**src/rtl/mem_access_controller_if.sv**
```systemverilog
// rtl/mem_access_controller_if.sv - request and word-memory signal bundle for mem_access_controller
interface mem_access_controller_if;
    logic        start;
    logic [2:0]  op;
    logic [31:0] addr;
    logic [31:0] storeData;
    logic        busy;
    logic        done;
    logic        fault;
    logic [31:0] loadData;
    logic        memRead;
    logic        memWrite;
    logic [31:0] address;
    logic [31:0] writeData;
    logic [31:0] readData;

    modport master (
        input  start, op, addr, storeData, readData,
        output busy, done, fault, loadData, memRead, memWrite, address, writeData
    );

    modport slave (
        output start, op, addr, storeData, readData,
        input  busy, done, fault, loadData, memRead, memWrite, address, writeData
    );
endinterface

```
**src/rtl/mem_access_controller.sv**
```systemverilog
// rtl/mem_access_controller.sv - byte/half/word load-store engine over a word-only memory
// Sub-word stores are done as read-modify-write; loads are lane-extracted and extended.
module mem_access_controller #(
    parameter logic [31:0] MEM_LO = 32'h7FFFFBFC,
    parameter logic [31:0] MEM_HI = 32'h7FFFFFFF
) (
    input  logic                    clk,
    input  logic                    reset,
    mem_access_controller_if.master bus
);
    localparam logic [2:0] OP_LW  = 3'd0;
    localparam logic [2:0] OP_LH  = 3'd1;
    localparam logic [2:0] OP_LHU = 3'd2;
    localparam logic [2:0] OP_LB  = 3'd3;
    localparam logic [2:0] OP_LBU = 3'd4;
    localparam logic [2:0] OP_SW  = 3'd5;
    localparam logic [2:0] OP_SH  = 3'd6;
    localparam logic [2:0] OP_SB  = 3'd7;

    typedef enum logic [2:0] {
        S_IDLE,
        S_READ,
        S_WRITE,
        S_DONE,
        S_FAULT
    } state_t;

    state_t      state;
    state_t      state_next;
    logic [2:0]  op_q;
    logic [1:0]  lane_q;
    logic [15:0] store_q;
    logic [31:0] load_q;
    logic [31:0] addr_r;
    logic [31:0] wdata_r;

    logic        misaligned;
    logic        out_of_range;
    logic        bad_req;
    logic        sub_store;
    logic [7:0]  byte_lane;
    logic [15:0] half_lane;
    logic [31:0] load_ext;
    logic [31:0] merged;

    always_comb begin
        misaligned = 1'b0;
        case (bus.op)
            OP_LW, OP_SW:         misaligned = |bus.addr[1:0];
            OP_LH, OP_LHU, OP_SH: misaligned = bus.addr[0];
            default:              misaligned = 1'b0;
        endcase
    end

    assign out_of_range = (bus.addr < MEM_LO) || (bus.addr > MEM_HI);
    assign bad_req      = misaligned || out_of_range;
    assign sub_store    = (op_q == OP_SH) || (op_q == OP_SB);

    always_comb begin
        state_next = state;
        case (state)
            S_IDLE: begin
                if (bus.start) begin
                    if (bad_req)
                        state_next = S_FAULT;
                    else if (bus.op == OP_SW)
                        state_next = S_WRITE;
                    else
                        state_next = S_READ;
                end
            end
            S_READ:  state_next = sub_store ? S_WRITE : S_DONE;
            S_WRITE: state_next = S_DONE;
            S_DONE:  state_next = S_IDLE;
            S_FAULT: state_next = S_IDLE;
            default: state_next = S_IDLE;
        endcase
    end

    always_ff @(posedge clk or posedge reset) begin
        if (reset)
            state <= S_IDLE;
        else
            state <= state_next;
    end

    // Little-endian lane pick from the word returned during READ
    always_comb begin
        byte_lane = 8'h00;
        case (lane_q)
            2'd0: byte_lane = bus.readData[7:0];
            2'd1: byte_lane = bus.readData[15:8];
            2'd2: byte_lane = bus.readData[23:16];
            2'd3: byte_lane = bus.readData[31:24];
            default: byte_lane = 8'h00;
        endcase
        half_lane = lane_q[1] ? bus.readData[31:16] : bus.readData[15:0];
    end

    always_comb begin
        load_ext = bus.readData;
        case (op_q)
            OP_LB:   load_ext = {{24{byte_lane[7]}}, byte_lane};
            OP_LBU:  load_ext = {24'h0, byte_lane};
            OP_LH:   load_ext = {{16{half_lane[15]}}, half_lane};
            OP_LHU:  load_ext = {16'h0, half_lane};
            default: load_ext = bus.readData;
        endcase
    end

    always_comb begin
        merged = bus.readData;
        if (op_q == OP_SH) begin
            if (lane_q[1])
                merged = {store_q, bus.readData[15:0]};
            else
                merged = {bus.readData[31:16], store_q};
        end else begin
            case (lane_q)
                2'd0: merged = {bus.readData[31:8], store_q[7:0]};
                2'd1: merged = {bus.readData[31:16], store_q[7:0], bus.readData[7:0]};
                2'd2: merged = {bus.readData[31:24], store_q[7:0], bus.readData[15:0]};
                2'd3: merged = {store_q[7:0], bus.readData[23:0]};
                default: merged = bus.readData;
            endcase
        end
    end

    // address/writeData only move on an accepted request or at the end of READ
    always_ff @(posedge clk or posedge reset) begin
        if (reset) begin
            op_q    <= 3'd0;
            lane_q  <= 2'd0;
            store_q <= 16'h0;
            load_q  <= 32'h0;
            addr_r  <= 32'h0;
            wdata_r <= 32'h0;
        end else begin
            case (state)
                S_IDLE: begin
                    if (bus.start) begin
                        op_q    <= bus.op;
                        lane_q  <= bus.addr[1:0];
                        store_q <= bus.storeData[15:0];
                        if (!bad_req) begin
                            addr_r <= {bus.addr[31:2], 2'b00};
                            if (bus.op == OP_SW)
                                wdata_r <= bus.storeData;
                        end
                    end
                end
                S_READ: begin
                    if (sub_store)
                        wdata_r <= merged;
                    else
                        load_q <= load_ext;
                end
                default: ;
            endcase
        end
    end

    assign bus.busy      = (state != S_IDLE);
    assign bus.done      = (state == S_DONE);
    assign bus.fault     = (state == S_FAULT);
    assign bus.memRead   = (state == S_READ);
    assign bus.memWrite  = (state == S_WRITE);
    assign bus.loadData  = load_q;
    assign bus.address   = addr_r;
    assign bus.writeData = wdata_r;
endmodule

```
**src/flat_wrapper.sv**
```systemverilog
// flat-port wrapper written by rule: the top's interface ports become plain ports
module mem_access_controller_flat 
#(
    parameter logic [31:0] MEM_LO = 32'h7FFFFBFC,
    parameter logic [31:0] MEM_HI = 32'h7FFFFFFF
)
  (clk, reset, bus_start, bus_op, bus_addr, bus_storeData, bus_readData, bus_busy, bus_done, bus_fault, bus_loadData, bus_memRead, bus_memWrite, bus_address, bus_writeData);
  mem_access_controller_if bus_i ();
  input  logic clk;
  input  logic reset;
  input wire logic [$bits(bus_i.start)-1:0] bus_start;
  input wire logic [$bits(bus_i.op)-1:0] bus_op;
  input wire logic [$bits(bus_i.addr)-1:0] bus_addr;
  input wire logic [$bits(bus_i.storeData)-1:0] bus_storeData;
  input wire logic [$bits(bus_i.readData)-1:0] bus_readData;
  output wire logic [$bits(bus_i.busy)-1:0] bus_busy;
  output wire logic [$bits(bus_i.done)-1:0] bus_done;
  output wire logic [$bits(bus_i.fault)-1:0] bus_fault;
  output wire logic [$bits(bus_i.loadData)-1:0] bus_loadData;
  output wire logic [$bits(bus_i.memRead)-1:0] bus_memRead;
  output wire logic [$bits(bus_i.memWrite)-1:0] bus_memWrite;
  output wire logic [$bits(bus_i.address)-1:0] bus_address;
  output wire logic [$bits(bus_i.writeData)-1:0] bus_writeData;
  assign bus_i.start = bus_start;
  assign bus_i.op = bus_op;
  assign bus_i.addr = bus_addr;
  assign bus_i.storeData = bus_storeData;
  assign bus_i.readData = bus_readData;
  assign bus_busy = bus_i.busy;
  assign bus_done = bus_i.done;
  assign bus_fault = bus_i.fault;
  assign bus_loadData = bus_i.loadData;
  assign bus_memRead = bus_i.memRead;
  assign bus_memWrite = bus_i.memWrite;
  assign bus_address = bus_i.address;
  assign bus_writeData = bus_i.writeData;
  mem_access_controller #(.MEM_LO(MEM_LO), .MEM_HI(MEM_HI)) u_core (.clk(clk), .reset(reset), .bus(bus_i));
endmodule
```
**config.mk**
```make
export PLATFORM = sky130hd
export DESIGN_NAME = mem_access_controller_flat
export DESIGN_NICKNAME = d
export VERILOG_FILES = /design/src/rtl/mem_access_controller_if.sv /design/src/rtl/mem_access_controller.sv /design/src/flat_wrapper.sv
export SDC_FILE = /design/constraint.sdc
export NUM_CORES = 1
export LEC_CHECK = 0
export CAP_MARGIN = 20
export CORE_AREA = 2 2 107 150
export CTS_CLUSTER_SIZE = 8
export DETAILED_ROUTE_END_ITERATION = 8
export DIE_AREA = 0 0 109 152
export PLACE_DENSITY_LB_ADDON = 0.08
export SLEW_MARGIN = 25
export SYNTH_ARGS = -nofsm -noshare
export SYNTH_HDL_FRONTEND = slang
export SYNTH_SLANG_ARGS = --single-unit
export TNS_END_PERCENT = 50
```
**constraint.sdc**
```tcl
create_clock -name clk -period 3.9 [get_ports clk]
set_input_delay 0.585 -clock clk [delete_from_list [all_inputs] [get_ports clk]]
set_output_delay 0.585 -clock clk [all_outputs]
set_load 0.005 [all_outputs]
```
# --- Word level (Yosys, flattened, before mapping) ---
# Index checks and enable logic that the tools add are counted.
totals:
  elab_cells: 64
  inputBits: 102
  register_bits: 118
  output_inout_bits: 101
op_classes:
  bitwise_logic: 2
  muxes: 17
  n_reduce_logical: 15
  order_cmp: 2
  eq_ne: 21
op_table:
  columns: ["op", "count"]
  rows:
  - ["32-bit case mux with 4 select lines", 2]
  - ["32-bit two-way mux", 6]
  - ["32-bit case mux with 2 select lines", 1]
  - ["32-bit by 31-bit greater-than comparator with 1-bit output, second input constant", 1]
  - ["32-bit by 31-bit < comparator with 1-bit output, second input constant", 1]
  - ["8-bit case mux with 4 select lines", 1]
  - ["3-bit == test, second input constant", 6]
  - ["16-bit two-way mux", 1]
  - ["3-bit by 2-bit == test with 1-bit output, second input constant", 5]
  - ["3-bit by 1-bit == test with 1-bit output, second input constant", 3]
  - ["3-bit case mux with 3 select lines", 1]
  - ["3-bit logical NOT", 2]
  - ["3-bit two-way mux", 2]
  - ["5-bit AND reduction", 1]
  - ["2-bit == test, second input constant", 2]
  - ["2-bit by 1-bit != test with 1-bit output, second input constant", 2]
  - ["2-bit != test, second input constant", 2]
  - ["2-bit AND reduction", 2]
  - ["2-bit OR reduction", 2]
  - ["1-bit logical OR", 3]
  - ["3-bit AND reduction", 1]
  - ["3-bit nonzero test", 1]
  - ["3-bit OR reduction", 1]
  - ["2-bit by 1-bit == test with 1-bit output, second input constant", 1]
  - ["other kinds (6)", 7]

# --- Longest topological paths before layout ---
# Gate-level depths: netlist of the first run.
logic_depth:
  depth_word: 7
  ltp_mapped: 8
  ltp_nobuf: 6

# --- Worst setup path before layout of the first run ---
# No wires, ideal clock.
synth_timing:
  path_type: "in2reg"
  start: "input port bus_addr[31]"
  end: "register u_core.wdata_r[0], in the netlist u_core.bus.writeData[0]"
  required_time_ps: 3775
  t_arrival_ps: 2273
  path_slack_ps: 1502
  path_stages: 6
  cell_sequence: "nand4b_1 nor4_2 o2111ai_2 a2111oi_4 buf_6 mux2_4"
synth_via:
  elab_chain_cells: 5
  elab_cells_between_ends: 6
synth_lines:
  columns: ["element", "line", "rtl"]
  rows:
  - ["from (decl)", "flat_wrapper.sv:13", "input wire logic [$bits(bus_i.addr)-1:0] bus_addr;"]
  - ["32-bit by 31-bit < comparator with 1-bit output / 32-bit by 31-bit greater-than comparator with 1-bit output (equally long branches)", "mem_access_controller.sv:55", "assign out_of_range = (bus.addr < MEM_LO) || (bus.addr > MEM_HI);"]
  - ["1-bit logical OR *", "mem_access_controller.sv:55", null]
  - ["1-bit logical OR *", "mem_access_controller.sv:56", "assign bad_req = misaligned || out_of_range;"]
  - ["2-bit != test (no line) *", null, null]
  - ["5-bit AND reduction (no line) *", null, null]
  - ["to (signal assigned)", "mem_access_controller.sv:148", "wdata_r <= bus.storeData;"]
  - ["to (signal assigned)", "mem_access_controller.sv:154", "wdata_r <= merged;"]
  - ["to (decl)", "mem_access_controller.sv:35", "logic [31:0] wdata_r;"]
# Mark *: on every way between the ends. The rest lies on a longest branch, timed or not.
# A chain may end at the register's enable or synchronous reset.

# --- Worst setup path after layout of the first run ---
layout_timing:
  start: "register u_core.state[2]"
  end: "output port bus_memRead"
layout_via:
  elab_chain_cells: 1
layout_lines:
  columns: ["element", "line", "rtl"]
  rows:
  - ["from (decl)", "mem_access_controller.sv:28", "state_t state;"]
  - ["from (signal assigned)", "mem_access_controller.sv:84", "state <= state_next;"]
  - ["3-bit by 1-bit == test with 1-bit output", "mem_access_controller.sv:166", "assign bus.memRead = (state == S_READ);"]
  - ["to (decl)", "flat_wrapper.sv:20", "output wire logic [$bits(bus_i.memRead)-1:0] bus_memRead;"]
# No other way between the ends.

==> results of run 1 <==
==> cells in the mapped netlist, drive strengths merged (2+ instances only) <==
| master | count |
|---|---|
| a211oi | 12 |
| o21ai | 27 |
| a221oi | 7 |
| nand3 | 15 |
| nand4 | 5 |
| nand3b | 2 |
| mux2 | 60 |
| inv | 5 |
| clkbuf | 26 |
| nand2b | 2 |
| or2 | 22 |
| nand2 | 57 |
| mux2i | 42 |
| dfrtp | 118 |
| nor3b | 4 |
| buf | 18 |
| a31oi | 2 |
| a2111oi | 3 |
| nor3 | 2 |
| nor2b | 4 |
| nor2 | 48 |
| a22o | 15 |
| and2 | 4 |
| a21oi | 67 |
| a21boi | 2 |
| mux4 | 8 |
==> power breakdown <==
part | total (mW) | internal [mW] | switching [mW] | leakage, nW
clock | 1.56 | 0.960 | 0.599 | 0.275
combinational | 0.910 | 0.528 | 0.382 | 2.17
sequential | 1.46 | 1.34 | 0.116 | 1.47
==> worst min path at each step <==
stage | from | to | cells past startpoint
after CTS | u_core.bus.address[28] | u_core.bus.address[28] | 1
after global placement | u_core.bus.address[15] | u_core.bus.address[15] | 1
after detailed placement | u_core.bus.address[19] | u_core.bus.address[19] | 1
after global routing | u_core.bus.address[28] | u_core.bus.address[28] | 1
final | u_core.bus.address[26] | u_core.bus.address[26] | 1
after floorplan | u_core.bus.address[11] | u_core.bus.address[11] | 1
==> metrics by stage <==
| stage | cells | setup WS, ns |
|---|---|---|
| 2_1_floorplan | 591 | 0.186 |
| 3_3_place_gp | 954 | 0.855 |
| 3_5_place_dp | 954 | 0.761 |
| 4_1_cts | 986 | 1.02 |
| 5_1_grt | 986 | 0.935 |
| 6_report | 986 | 1.06 |
==> sequential cells by signal, summed over array words and instances (netlist names) <==
| name | count |
|---|---|
| u_core.bus.loadData | 32 |
| u_core.bus.writeData | 32 |
| u_core.bus.address | 30 |
| u_core.store_q | 16 |
| u_core.op_q | 3 |
| u_core.state | 3 |
| u_core.lane_q | 2 |
==> logic make-up after synthesis <==
group / count (synthesis) / synth area share (%)
xor+xnor: 2 / 0.278
mux: 110 / 22.0
flops: 118 / 46.9
compound gates: 141 / 14.2
other cells: 1 / 0.0596
simple gates: 169 / 12.9
buf+inv: 49 / 3.62
==> per-layer routing <==
layer  share of wire (%)  vias up  global-route usage, %  wire, um
met4                 3.1        0                   10.3       615
met2                  49      227                   38.9      9610
met1                  40     2595                   29.6      7800
met3                 7.7       35                   7.64      1510
li1                    -     2496                      -         -
met5                   0        -                      0         0
==> critical path, delay by kind of cell, from the launching register on <==
family,cells,cell delay [ns]
DFF,1,0.44
buffers and inverters,2,0.71
and+or+nand+nor,1,0.69
==> final cells by class <==
| class | instances | area, um2 |
|---|---|---|
| timing repair buffer | 211 | 2100 |
| tap | 196 | 245 |
| inverter | 5 | 21.3 |
| sequential | 118 | 2950 |
| clock inverter | 14 | 151 |
| clock buffer | 18 | 439 |
| fill | 1298 | 6300 |
| multi-input combinational | 424 | 3130 |
==> out/results.txt, run 1 <==
Reg2Reg Setup Slack: 1.31 ns
Area fraction of the dominant cell type after synthesis: 46.9%
HPWL Detailed: 14.4 mm
EDFF count, synth: 0
IO Port Bufs: 200
Antenna violations before repair: 0
Worst endpoint required time: 3.31 ns
PostCTS Resize Cnt: 0
DRT antenna net count: 0
Residual DRC: 0
Area grow syn2layout: 43.6%
Tcrit/Tclk final: 72.9%
Fin crit period: 2.84 ns
Startpoint Class: flop
Slew headroom: 28.9%
GP Congestion: 0.902
Max Slew Vio Count: 0
Worst Skew: 0.0113 ns
GRT Total Usage: 24.2%
Worst Setup EP: bus_memRead
Sequential area share after synthesis: 46.9%
H-tree depth: 4
Slowest-stage cell, CP: or3b_4
Setup crit start: u_core.state[2]
First-pass GRT wire length: 30.6 mm
Area contributors post-synth: dfrtp_1 (47%), mux2_4 (6.9%), mux2i_1 (6.7%)
Chip height: 152 um
Fmax: 352 MHz
Pwr Total: 3.93 mW
Final #Nets: 879
Top-Level Pins: 203
Synth Register Bits: 118
Setup crit end kind: primary output
Pleak: 3.92 nW
DR iter-0 viols: 308
Hold WS: 0.467 ns
Commonest non-fill, non-tap cells in the layout: clkdlybuf4s50_1 (200), dfrtp_1 (118), a21oi_1 (65)
Max clock buf depth: 2
Status: completed
Core area: 0.0153 mm2
Cell taking the most area after synthesis: dfrtp_1
Post-CTS Setup Bufs: 0
Initial Util: 41.0%
Final number of setup-violating endpoints: 0
Maxcap violations: 0
Avg WL per Cell: 19.8 um
Worst skew pair latency: 0.42 ns
Async set-reset flop share out of synthesis: 100%
Clk sink count: 118
CP Data Arrival Time: 2.26 ns
Hold WC Path Type: reg -> reg
Commonest non-fill, non-tap cell in the layout: clkdlybuf4s50_1
Syn_area_per_cell: 10.7 um2
Clock Tree Root: clkbuf_16
Mapped Cells: 590
Cts hold-fix bufs: 0
FF-to-FF End: u_core.bus.writeData[17]
Pre-antenna DRT Iters: 5
ANT cells: 0
Final setup TNS: 0 ns
# rows: 54
Critical path class: reg -> out
Syn Std Cell Area: 0.00629 mm2
Final Hold Viols: 0
Max VDD drop: 345 uV
DRT Wirelength: 19.5 mm
Slew @ Worst Pin: 1.06 ns
Top FF cell, synth: dfrtp_1
Total Die Area: 0.0166 mm2
Worst-case reg-to-reg path depth: 6
Crit Path Max Fanout: 67
Chip width: 109 um
Total CTS buffers: 17
RSZ-0062 raised after global routing: no
Vias in the first global route: 5599
Unique cell type count in the Yosys netlist: 53
Via density: 5.43
Grt total ovfl: 0
Cell Chain, Critical Path: or3b_4, inv_2, clkdlybuf4s50_1
CTS clk-pin slew, worst paths: 0.06 ns
Layout cell share with drive strength beyond 1: 18.7%
CTS tree: yes
Placed Area: 0.00844 mm2
PwrDens: 435 mW/mm2
Final core occ: 58.9%
Max incr delay on CP: 0.69 ns
Pin count of the biggest net entering global routing: 68
Fin area: 0.00904 mm2
Worst r2r src: u_core.state[2]
Synth warnings: 0
Vias post-DR: 5353
Power figures use the tool's default switching activity.
==> run 2, diff against run 1 <==
Settings changed: CORE_AREA 2 2 107 150 to 2 2 101 142, DIE_AREA 0 0 109 152 to 0 0 103 144.
Clock period 3.9 ns to 2.9 ns, I/O delays scaled along.
==> out/results.txt, run 2 (synthesis gave the netlist of run 1 again) <==
Chip height: 144 um (was 152 um)
Fin area: 0.00907 mm2 (was 0.00904 mm2)
Hold WS: 0.463 ns (was 0.467 ns)
Clk sink count: 118 (unchanged)
Slew headroom: 45.2% (was 28.9%)
PwrDens: 585 mW/mm2 (was 435 mW/mm2)
Final number of setup-violating endpoints: 0 (unchanged)
CTS tree: yes (unchanged)
Residual DRC: 0 (unchanged)
Crit Path Max Fanout: 32 (was 67)
First-pass GRT wire length: 29.2 mm (was 30.6 mm)
Pleak: 3.95 nW (was 3.92 nW)
Worst r2r src: u_core.state[2] (unchanged)
DR iter-0 viols: 277 (was 308)
Layout Cells excl Fill: 980 (was 986)
Final #Nets: 884 (was 879)
Critical path class: reg -> reg (was reg -> out)
CTS clk-pin slew, worst paths: 0.07 ns (was 0.06 ns)
Fillers: 1122 (was 1298)
IO Port Bufs: 200 (unchanged)
Slew @ Worst Pin: 0.820 ns (was 1.06 ns)
Worst endpoint required time: 3.21 ns (was 3.31 ns)
Pin count of the biggest net entering global routing: 119 (was 68)
FF-to-FF End: u_core.bus.writeData[18] (was u_core.bus.writeData[17])
H-tree depth: 4 (unchanged)
DRT Wirelength: 19.0 mm (was 19.5 mm)
Vias in the first global route: 5455 (was 5599)
Final setup TNS: 0 ns (unchanged)
Reg2Reg Setup Slack: 0.48 ns (was 1.31 ns)
# rows: 51 (was 54)
Total Die Area: 0.0148 mm2 (was 0.0166 mm2)
Startpoint Class: flop (unchanged)
Antenna violations before repair: 0 (unchanged)
Max VDD drop: 403 uV (was 345 uV)
Placed Area: 0.00848 mm2 (was 0.00844 mm2)
Vias post-DR: 5416 (was 5353)
Setup crit start: u_core.state[2] (unchanged)
Register area: 0.00295 mm2 (unchanged)
RSZ-0062 raised after global routing: no (unchanged)
PostCTS Resize Cnt: 0 (unchanged)
Initial Util: 46.1% (was 41.0%)
Grt total ovfl: 0 (unchanged)
Commonest non-fill, non-tap cell in the layout: clkdlybuf4s50_1 (unchanged)
Multi-input logic area: 0.00313 mm2 (about the same)
Worst-case reg-to-reg path depth: 7 (was 6)
Post-Place Cells: 948 (was 954)
Cts hold-fix bufs: 0 (unchanged)
DRT antenna net count: 0 (unchanged)
Total CTS buffers: 17 (unchanged)
Max Slew Vio Count: 0 (unchanged)
Chip width: 103 um (was 109 um)
ANT cells: 0 (unchanged)
Hold WC Path Type: in -> async (was reg -> reg)
Setup crit end kind: flop (was primary output)
Final Hold Viols: 0 (unchanged)
Core area: 0.0137 mm2 (was 0.0153 mm2)
Clock Tree Root: clkbuf_16 (unchanged)
Worst Skew: 0.0124 ns (was 0.0113 ns)
Setup ws final: 0.475 ns (was 1.06 ns)
Maxcap violations: 0 (unchanged)
GP Congestion: 0.889 (was 0.902)
CP Data Arrival Time: 2.73 ns (was 2.26 ns)
Worst Setup EP: u_core.bus.writeData[18] (was bus_memRead)
Tcrit/Tclk final: 83.6%
Fin crit period: 2.42 ns
Area grow syn2layout: 44.1% (was 43.6%)
Avg WL per Cell: 19.3 um (was 19.8 um)
HPWL Detailed: 13.6 mm (was 14.4 mm)
Top-Level Pins: 203 (unchanged)
Commonest non-fill, non-tap cells in the layout: clkdlybuf4s50_1 (200), dfrtp_1 (118), a21oi_1 (65) (unchanged)
Via density: 5.53 (was 5.43)
GRT Total Usage: 26.1% (was 24.2%)
Status: completed (unchanged)
DP Worst Slack: 0.0599 ns (was 0.761 ns)
Pre-antenna DRT Iters: 5 (unchanged)
Worst skew pair latency: 0.42 ns (about the same)
Layout cell share with drive strength beyond 1: 19.1% (was 18.7%)
Max clock buf depth: 2 (unchanged)
Post-CTS Setup Bufs: 0 (unchanged)
Fmax: 412 MHz
==> run 2: where the power goes <==
part | total, mW | internal, mW | leakage [nW] | switching, mW
Sequential | 1.96 | 1.80 | 1.47 | 0.156
Combinational | 1.23 | 0.719 | 2.20 | 0.512
Clock | 2.11 | 1.22 | 0.280 | 0.896
Total | 5.30 | 3.74 | 3.95 | 1.56
==> run 2: metal layers <==
metal  part of all wire (%)  GRT usage (%)  wire [um]
met5                      0              0          0
met4                    3.9           13.0        746
met3                    7.9           7.64       1490
met2                     49           41.4       9230
met1                     39           32.4       7490
==> run 2: worst max-delay path, stage by stage (launching register included) <==
cell and delay (ns):
dfrtp_1 0.45, nor3_2 0.40, inv_1 0.18, nor2_4 0.15
nor2_2 0.06, a2111oi_4 0.39, buf_12 0.29, mux2_2 0.37
==> run 2: how the worst min path moves through the flow <==
stage / to / slack, ns / depth (start not counted)
after floorplan: u_core.bus.address[11] / 0.46 / 1
after global placement: u_core.bus.address[25] / 0.45 / 1
after detailed placement: u_core.bus.address[27] / 0.45 / 1
after CTS: u_core.bus.address[14] / 0.47 / 1
after global routing: u_core.bus.address[12] / 0.48 / 1
final: u_core.bus.writeData[8] / 0.46 / 3
==> run 2: cell type report <==
| type | count | share of cell area, % |
|---|---|---|
| inverter | 5 | 0.248 |
| multi-input combinational | 424 | 34.5 |
| sequential | 118 | 32.6 |
| clock buffer | 17 | 4.69 |
| timing repair buffer | 216 | 23.7 |
| tap | 185 | 2.55 |
| clock inverter | 15 | 1.75 |
==> run 2: stage by stage <==
step                util, %  power (mW)
floorplan                 -        2.62
global placement       62.1        3.18
detailed placement     62.1        3.21
CTS                    66.4        5.33
global route           66.4        5.52
finish                 66.4        5.30
==> run 3, diff against run 2 <==
Settings changed: CORE_AREA 2 2 101 142 to 2 2 107 150, DIE_AREA 0 0 103 144 to 0 0 109 152.
Clock period 2.9 ns to 2 ns, I/O delays scaled along.
==> out/results.txt, run 3 (synthesis gave the netlist of run 1 again) <==
# rows: 54 (was 51)
Pin count of the biggest net entering global routing: 71 (was 119)
Worst Skew: 0.00703 ns (was 0.0124 ns)
Fin crit period: 2.16 ns (was 2.42 ns)
Total Die Area: 0.0166 mm2 (was 0.0148 mm2)
Commonest non-fill, non-tap cells in the layout: clkdlybuf4s50_1 (181), dfrtp_1 (118), buf_4 (66) (was clkdlybuf4s50_1 (200), dfrtp_1 (118), a21oi_1 (65))
Fillers: 1262 (was 1122)
Pwr Total: 8.01 mW (was 5.30 mW)
Crit Path Max Fanout: 8 (was 32)
Final core occ: 64.0% (was 66.4%)
Top-Level Pins: 203 (unchanged)
Via density: 5.38 (was 5.53)
Final number of setup-violating endpoints: 32 (was 0)
Multi-input logic area: 0.00322 mm2 (was 0.00313 mm2)
Tcrit/Tclk final: 108% (was 83.6%)
Worst endpoint required time: 2.29 ns (was 3.21 ns)
H-tree depth: 4 (unchanged)
Slew headroom: 59.0% (was 45.2%)
Final setup TNS: -4.18 ns (was 0 ns)
Hold WC Path Type: in -> reg (was in -> async)
Commonest non-fill, non-tap cell in the layout: clkdlybuf4s50_1 (unchanged)
Final #Nets: 948 (was 884)
Startpoint Class: flop (unchanged)
Worst path top cell family by delay: simple AND/OR/NAND/NOR gates (unchanged)
Slew @ Worst Pin: 0.616 ns (was 0.820 ns)
Fmax: 462 MHz (was 412 MHz)
Placed Area: 0.00890 mm2 (was 0.00848 mm2)
Clock Tree Root: clkbuf_16 (unchanged)
PwrDens: 817 mW/mm2 (was 585 mW/mm2)
Setup ws final: -0.164 ns (was 0.475 ns)
Total CTS buffers: 17 (unchanged)
RSZ-0062 raised after global routing: yes (was no)
Chip height: 152 um (was 144 um)
Max Slew Vio Count: 0 (unchanged)
Pre-antenna DRT Iters: 5 (unchanged)
Register area: 0.00295 mm2 (unchanged)
Antenna violations before repair: 1 (was 0)
Maxcap violations: 0 (unchanged)
CTS tree: yes (unchanged)
Vias post-DR: 5671 (was 5416)
Max incr delay on CP: 0.43 ns (was 0.45 ns)
Final Hold Viols: 0 (unchanged)
Grt total ovfl: 0 (unchanged)
Max clock buf depth: 2 (unchanged)
Initial Util: 41.0% (was 46.1%)
GRT Total Usage: 25.5% (was 26.1%)
Critical path class: reg -> reg (unchanged)
Core area: 0.0153 mm2 (was 0.0137 mm2)
DRT antenna net count: 0 (unchanged)
IO Port Bufs: 200 (unchanged)
Residual DRC: 0 (unchanged)
ANT cells: 0 (unchanged)
GP Congestion: 0.931 (was 0.889)
Chip width: 109 um (was 103 um)
DRT Wirelength: 20.6 mm (was 19.0 mm)
Worst skew pair latency: 0.41 ns (was 0.42 ns)
Setup crit end kind: flop (unchanged)
Max VDD drop: 539 uV (was 403 uV)
Slowest-stage cell, CP: dfrtp_1 (unchanged)
Failing checks: negative setup slack
Vias in the first global route: 6010 (was 5455)
CTS clk-pin slew, worst paths: 0.06 ns (was 0.07 ns)
Layout cell share with drive strength beyond 1: 26.4% (was 19.1%)
Avg WL per Cell: 19.6 um (was 19.3 um)
First-pass GRT wire length: 32.3 mm (was 29.2 mm)
Area grow syn2layout: 55.9% (was 44.1%)
DR iter-0 viols: 268 (was 277)
Fin area: 0.00981 mm2 (was 0.00907 mm2)
HPWL Detailed: 15.2 mm (was 13.6 mm)
Pleak: 4.47 nW (was 3.95 nW)
CP Data Arrival Time: 2.46 ns (was 2.73 ns)
Cell Chain, Critical Path: or3b_4, inv_4, nor2_4, a2111oi_4, buf_4, buf_12, mux2_4 (was nor3_2, inv_1, nor2_4, nor2_2, a2111oi_4, buf_12, mux2_2)
Clk sink count: 118 (unchanged)
Status: finished, violations left (was completed)
Worst Path Buf+Inv: 3 (was 2)
## run 3: worst register-to-register path: cells and delay by family (launching register included)
kind	cells	cell delay (ns)
flops	1	0.43
simple gates	2	0.47
compound gates	1	0.37
buf+inv	3	0.47
mux	1	0.31
## run 3: worst paths after layout
path | from | to | slack (ns) | cells after the start
worst min-delay path | bus_op[2] | u_core.op_q[2] | 0.29 | 4
worst min register to register | u_core.bus.address[29] | u_core.bus.address[29] | 0.47 | 1
worst max register to register | u_core.state[2] | u_core.bus.writeData[9] | -0.16 | 7
worst max-delay path | u_core.state[2] | u_core.bus.writeData[9] | -0.16 | 7
max in group asynchronous | reset | u_core.store_q[3] | 1.11 | 3
min in group asynchronous | reset | u_core.bus.address[16] | 0.33 | 3
## run 3: area by class of cell
type | count | area share (%)
Sequential cell | 118 | 30.1
Timing Repair Buffer | 280 | 28.1
Multi-Input combinational cell | 424 | 32.8
Inverter | 5 | 0.255
Tap cell | 196 | 2.50
Clock inverter | 15 | 1.96
Clock buffer | 17 | 4.34
## run 3: what timing repair did
action	CTS	global route
setup buffers	10	3
pin swaps	8	9
hold buffers	0	0
setup endpoints to repair	69	58
resized for setup	36	23
gates cloned	3	0
## run 3: where the power goes
part	total (mW)	switching, mW	internal [mW]
registers	2.81	0.193	2.62
logic	2.01	0.845	1.17
clock network	3.19	1.20	1.99
## run 3: through the flow
stage	hold WS, ns	instances	worst slack [ns]
floorplan	0.417	591	-0.173
global placement	0.454	1010	-0.702
detailed placement	0.452	1010	-0.764
CTS	0.356	1055	-0.228
global route	0.313	1055	-0.220
finish	0.287	1055	-0.164
## run 3: layer usage
| layer | GRT usage (%) | part of all wire (%) | vias to the layer above |
|---|---|---|---|
| met5 | 0 | 0 | - |
| met4 | 11.4 | 4.2 | 0 |
| met3 | 8.49 | 8.3 | 55 |
| met2 | 41.2 | 49 | 256 |
| met1 | 30.3 | 39 | 2729 |
| li1 | - | - | 2631 |
